File: config.mk
export PLATFORM = sky130hd
export DESIGN_NAME = l1_refill_controller
export DESIGN_NICKNAME = d
export VERILOG_FILES = /design/src/rtl/l1_refill_controller.sv
export SDC_FILE = /design/constraint.sdc
export NUM_CORES = 1
export LEC_CHECK = 0
export BUFFER_PORTS_ARGS = -buffer_cell sky130_fd_sc_hd__buf_2
export CAP_MARGIN = 20
export CORE_ASPECT_RATIO = 1.1
export CORE_UTILIZATION = 30
export DETAILED_ROUTE_END_ITERATION = 8
export GPL_TIMING_DRIVEN = 0
export SETUP_SLACK_MARGIN = 0.02
export SLEW_MARGIN = 10
export SYNTH_ARGS = -nofsm -noshare
export SYNTH_HDL_FRONTEND = slang
export SYNTH_SLANG_ARGS = --single-unit
export TNS_END_PERCENT = 50
File: constraint.sdc
create_clock -name clk -period 1.55 [get_ports clk]
set_input_delay 0.2325 -clock clk [delete_from_list [all_inputs] [get_ports clk]]
set_output_delay 0.2325 -clock clk [all_outputs]
set_load 0.01 [all_outputs]
File: src/rtl/l1_refill_controller.sv
// L1 instruction-cache miss handler: fetches an 8-byte line as two 32-bit beats and fills it.
// Optional build macro REFILL_CRITICAL_WORD_FIRST_EN requests the word being fetched first.
module l1_refill_controller (
  input  logic        clk,
  input  logic        reset,
  input  logic        fetchValid,
  input  logic [31:0] pcAddress,
  input  logic        cacheHit,
  output logic        stall,
  output logic        memReqValid,
  input  logic        memReqReady,
  output logic [31:0] memReqAddress,
  input  logic        memRespValid,
  input  logic [31:0] memRespData,
  output logic        writeCache,
  output logic [3:0]  writeIndex,
  output logic [24:0] writeTag,
  output logic [63:0] writeData
);

  typedef enum logic [2:0] {
    IDLE,
    REQ0,
    WAIT0,
    REQ1,
    WAIT1,
    FILL
  } state_t;

  state_t      state;
  logic [28:0] lineAddr;
  logic        firstSel;
  logic [31:0] wordLo;
  logic [31:0] wordHi;
  logic        missFirstSel;
  logic        unusedPcBits;

`ifdef REFILL_CRITICAL_WORD_FIRST_EN
  assign missFirstSel = pcAddress[2];
`else
  assign missFirstSel = 1'b0;
`endif

  // The byte offset never reaches the memory side; requests are word aligned.
  assign unusedPcBits = ^pcAddress[2:0];

  assign stall      = (state != IDLE) | (fetchValid & ~cacheHit);
  assign writeIndex = lineAddr[3:0];
  assign writeTag   = lineAddr[28:4];
  assign writeData  = {wordHi, wordLo};

  always_ff @(posedge clk) begin
    if (reset) begin
      state         <= IDLE;
      lineAddr      <= '0;
      firstSel      <= 1'b0;
      wordLo        <= '0;
      wordHi        <= '0;
      memReqValid   <= 1'b0;
      memReqAddress <= '0;
      writeCache    <= 1'b0;
    end else begin
      writeCache <= 1'b0;
      case (state)
        IDLE: begin
          if (fetchValid && !cacheHit) begin
            lineAddr      <= pcAddress[31:3];
            firstSel      <= missFirstSel;
            memReqValid   <= 1'b1;
            memReqAddress <= {pcAddress[31:3], missFirstSel, 2'b00};
            state         <= REQ0;
          end
        end
        REQ0: begin
          if (memReqReady) begin
            memReqValid <= 1'b0;
            state       <= WAIT0;
          end
        end
        WAIT0: begin
          // Responses arriving in any other state are dropped.
          if (memRespValid) begin
            if (firstSel) wordHi <= memRespData;
            else          wordLo <= memRespData;
            memReqValid   <= 1'b1;
            memReqAddress <= {lineAddr, ~firstSel, 2'b00};
            state         <= REQ1;
          end
        end
        REQ1: begin
          if (memReqReady) begin
            memReqValid <= 1'b0;
            state       <= WAIT1;
          end
        end
        WAIT1: begin
          if (memRespValid) begin
            if (firstSel) wordLo <= memRespData;
            else          wordHi <= memRespData;
            writeCache <= 1'b1;
            state      <= FILL;
          end
        end
        FILL: begin
          state <= IDLE;
        end
        default: begin
          state <= IDLE;
        end
      endcase
    end
  end

endmodule

==> results.txt <==
----------------------------------------------------
[Placement]
  HPWL after DPL ... 10.2 mm
  Inst Count DP ... 971
  Number of buffers added on ports ... 191
  Final weighted congestion in routability-driven placement ... 0.748

[Worst setup path]
  RR Endpoint ... memReqAddress[23]$_SDFFE_PP0P_
  CP Data Arrival Time ... 1.81 ns
  Crit path max fanout ... 8
  Number of cells traversed by the worst register-to-register path ... 6
  Category of the most critical setup path ... flop to flop
  Data required time of the critical path ... 1.82 ns
  Startpoint of the worst register-to-register path ... state[1]$_SDFFE_PP0P_
  Setup slack on the worst flop-to-flop path ... 0.01 ns
  Crit start category ... flop
  Endpoint class of the critical path ... flop

[STA]
  Hold Fails Final Rpt ... 0
  Worst slew margin ... 54.5%
  Setup TNS ... 0 ns
  Highest attainable clock frequency ... 651 MHz
  Final Max Slew Viols ... 0
  Slew at the pin closest to its max-slew limit ... 0.682 ns
  Number of failing setup endpoints in the final timing report ... 0
  Worst Clk Skew ... 0.00556 ns
  RSZ-0062 raised after global routing ... true
  Final critical-path share of the clock period ... 99.2%
  Min Tclk post-route ... 1.54 ns

[Final layout]
  FF+latch area ... 2560 sq um
  Area Overhead vs Synth ... 44.5%
  Final standard cell count with taps included and fillers excluded ... 1,013
  Most frequent cells in the layout ... 195 x sky130_fd_sc_hd__buf_2, 190 x sky130_fd_sc_hd__nand2_1, 126 x sky130_fd_sc_hd__dfxtp_1
  Number of inserted filler cells in the final layout ... 1,628
  Most common cell after layout, fill and taps aside ... sky130_fd_sc_hd__buf_2
  Share of cells above drive strength 1 ... 35.4%
  Number of nets in the layout ... 870
  Total inserted antenna cells ... 0
  Area occupied by multi-input gates ... 2090 sq um

[Clock tree]
  Clock-pin slew of the registers on the worst-case setup and hold paths ... 0.06 ns
  Clock buffers created by TritonCTS ... 17
  H-tree depth ... 4
  Number of sinks on the clock net ... 128
  Clk root buf ... sky130_fd_sc_hd__clkbuf_16
  Number of buffers between clock root and the deepest sink ... 2
  TritonCTS clock tree ... built
  CTS Hold Buffers Added ... 0
  Clock insertion delay at the later pin of the skew report ... 0.42 ns

[Route]
  Initial detailed-routing violation count ... 209
  Via count of the routed design ... 4,640
  Vias per cell ... 4.58
  Final routed wire length divided by cell count ... 14.7 um
  DRT Wirelength ... 14.9 mm
  Count of unresolved DRC violations after routing ... 0
  Initial DRT Pass Iterations ... 4
  Detail Route Antenna Nets ... 0

[GRT]
  Total GRT Usage ... 17.5%
  Initial antenna violation count ... 0
  Pin count of the biggest net entering global routing ... 17
  Vias in the first global route ... 4,260
  First-pass GRT wire length ... 22.1 mm
  Total congestion overflow after global routing ... 0

[Synthesis]
  Top cell type's share of synthesized area ... 53.5%
  Flops & latches, synth ... 128
  Number of library cell types mapped by synthesis ... 25
  Sequential share of the synthesized area ... 53.5%
  Mapped Avg Cell Area ... 8.27 sq um
  Ys Warns ... 0
  Synthesized area ... 4790 sq um
  Post-synthesis cell count ... 579
  Largest area contributor in the synthesized netlist ... sky130_fd_sc_hd__dfxtp_1
  Main area contributors after synthesis ... sky130_fd_sc_hd__dfxtp_1 54%, sky130_fd_sc_hd__nand2_1 15%, sky130_fd_sc_hd__a21oi_1 10%, sky130_fd_sc_hd__mux2i_1 6.1%, sky130_fd_sc_hd__a211oi_1 4.5%

[Worst hold path]
  Type of the most critical hold path ... input port to flop
  Hold Path Cell Cnt ... 3
  Hold Startpoint ... memRespData[5]
  Worst min-delay path endpoint ... wordLo[5]$_SDFFE_PP0P_

[Floorplanning]
  Effective utilization at floorplan ... 30.6%
  Die boundary height ... 134 um
  Core box area ... 15,600 sq um
  FP Rows ... 48
  DIE AREA ... 16,500 sq um
  Width of the die ... 122 um
  Count of pins on the block boundary ... 198

[Outcome]
  Status ... finished, final reports clean

[Power and ir drop]
  Leakage power of the design ... 0.00298 uW
  PwrDens ... 1330 nW/um^2
  Switch share ... 26.9%
  Share of power burned in registers ... 39.6%
  Clock network fraction of total power ... 44.6%
  Maximum vdd ir drop ... 0.648 mV
  Total internal power ... 6720 uW
  Logic gate share of total power ... 15.8%
  Net switching power ... 2480 uW

[Run]
  Max-cap violations ... 0

----------------------------------------------------
[logic make-up (layout without fill, tap and decap cells)]
kind of cell | after synthesis | count (layout) | share of synthesized area, %
buffers and inverters | 49 | 282 | 4.89
AND/OR/NAND/NOR | 241 | 241 | 19.8
AO/OA/AOI/OAI | 130 | 130 | 15.5
XOR/XNOR | 1 | 1 | 0.183
other | 1 | 2 | 0.0784
multiplexers | 29 | 29 | 6.07
flip-flops | 128 | 128 | 53.5
[area by class of cell]
cell class | instances | area share [%]
plain buffers | 46 | 4.74
multi-input cells | 403 | 30.2
inverters | 2 | 0.109
well taps | 200 | 3.62
flip-flops and latches | 128 | 37.1
clock buffers | 20 | 6.46
repair buffers | 202 | 15.5
clock inverters | 12 | 2.28
[power by group through the flow]
stage	clock [uW]	sequential, uW	combinational [uW]
floorplan	0	3800	638
global placement	0	3700	1250
detailed placement	0	3710	1260
CTS	4190	3640	1290
global route	4340	3670	1610
finish	4100	3650	1450
[worst max-delay path: stages, from the launching register on]
cell and delay [ns]:
sky130_fd_sc_hd__dfxtp_2 0.33, sky130_fd_sc_hd__or3b_4 0.39, sky130_fd_sc_hd__a21oi_4 0.18, sky130_fd_sc_hd__buf_12 0.15, sky130_fd_sc_hd__buf_8 0.13, sky130_fd_sc_hd__clkbuf_16 0.14
sky130_fd_sc_hd__a211oi_1 0.06
[sequential cells by signal, indices dropped and copies added, names as in the netlist]
signal	cells
state	3
writeCache	1
memReqAddress	30
wordLo	32
wordHi	32
memReqValid	1
lineAddr	29
[through the flow]
step           hold WS, ns  utilization (%)  setup WS (ns)  cell area, sq um  power [uW]
6_report            0.0618             44.3         0.0131              6910        9200
5_1_grt             0.0576             44.3        -0.0483              6910        9610
4_1_cts             0.0436             42.5        -0.0430              6640        9110
3_5_place_dp         0.444             38.4         -0.139              6000        4970
3_3_place_gp         0.439             38.4         -0.119              6000        4960
2_1_floorplan        0.368                -          0.163              4790        4440
[cells in the mapped netlist]
master,count
sky130_fd_sc_hd__conb_1,1
sky130_fd_sc_hd__dfxtp_1,128
sky130_fd_sc_hd__xor2_1,1
sky130_fd_sc_hd__nand2_1,191
sky130_fd_sc_hd__nor2_1,36
sky130_fd_sc_hd__nand3b_1,1
sky130_fd_sc_hd__inv_1,1
sky130_fd_sc_hd__or3b_4,1
sky130_fd_sc_hd__buf_6,1
sky130_fd_sc_hd__inv_2,1
sky130_fd_sc_hd__nand2b_1,3
sky130_fd_sc_hd__a21oi_4,1
sky130_fd_sc_hd__a21oi_1,97
sky130_fd_sc_hd__nor3_2,1
sky130_fd_sc_hd__buf_4,5
sky130_fd_sc_hd__mux2i_1,29
sky130_fd_sc_hd__and2_1,1
sky130_fd_sc_hd__buf_2,19
sky130_fd_sc_hd__nor3_1,4
sky130_fd_sc_hd__a211oi_1,29
sky130_fd_sc_hd__nor3b_1,1
sky130_fd_sc_hd__o221a_2,1
sky130_fd_sc_hd__or2_2,2
sky130_fd_sc_hd__clkbuf_1,22
sky130_fd_sc_hd__o21ai_0,2
[metal layers]
metal / GRT usage [%] / share of wire [%] / vias to the layer above
met5: 0 / 0 / -
li1: - / - / 2350
met1: 22.1 / 44 / 2120
met3: 6.42 / 7.5 / 19
met4: 6.03 / 1.3 / 0
met2: 27.3 / 47 / 151
[repair_timing]
action / 4_1_cts / 5_1_grt
buffers inserted: 0 / 6
endpoints found under the setup margin: 77 / 116
resized for setup: 19 / 54
pin swaps: 1 / 15
cloned: 0 / 5
[worst max-delay path by stage]
stage / from / to / slack (ns) / depth (start not counted)
floorplan: state[1]$_SDFFE_PP0P_ / wordLo[24]$_SDFFE_PP0P_ / 0.16 / 7
global placement: state[1]$_SDFFE_PP0P_ / wordLo[12]$_SDFFE_PP0P_ / -0.12 / 6
detailed placement: state[1]$_SDFFE_PP0P_ / wordHi[30]$_SDFFE_PP0P_ / -0.14 / 6
CTS: state[1]$_SDFFE_PP0P_ / stall / -0.04 / 4
global route: state[1]$_SDFFE_PP0P_ / memReqAddress[10]$_SDFFE_PP0P_ / -0.05 / 6
finish: state[1]$_SDFFE_PP0P_ / memReqAddress[23]$_SDFFE_PP0P_ / 0.01 / 6
Note: power is estimated with default switching activity, not from simulation.
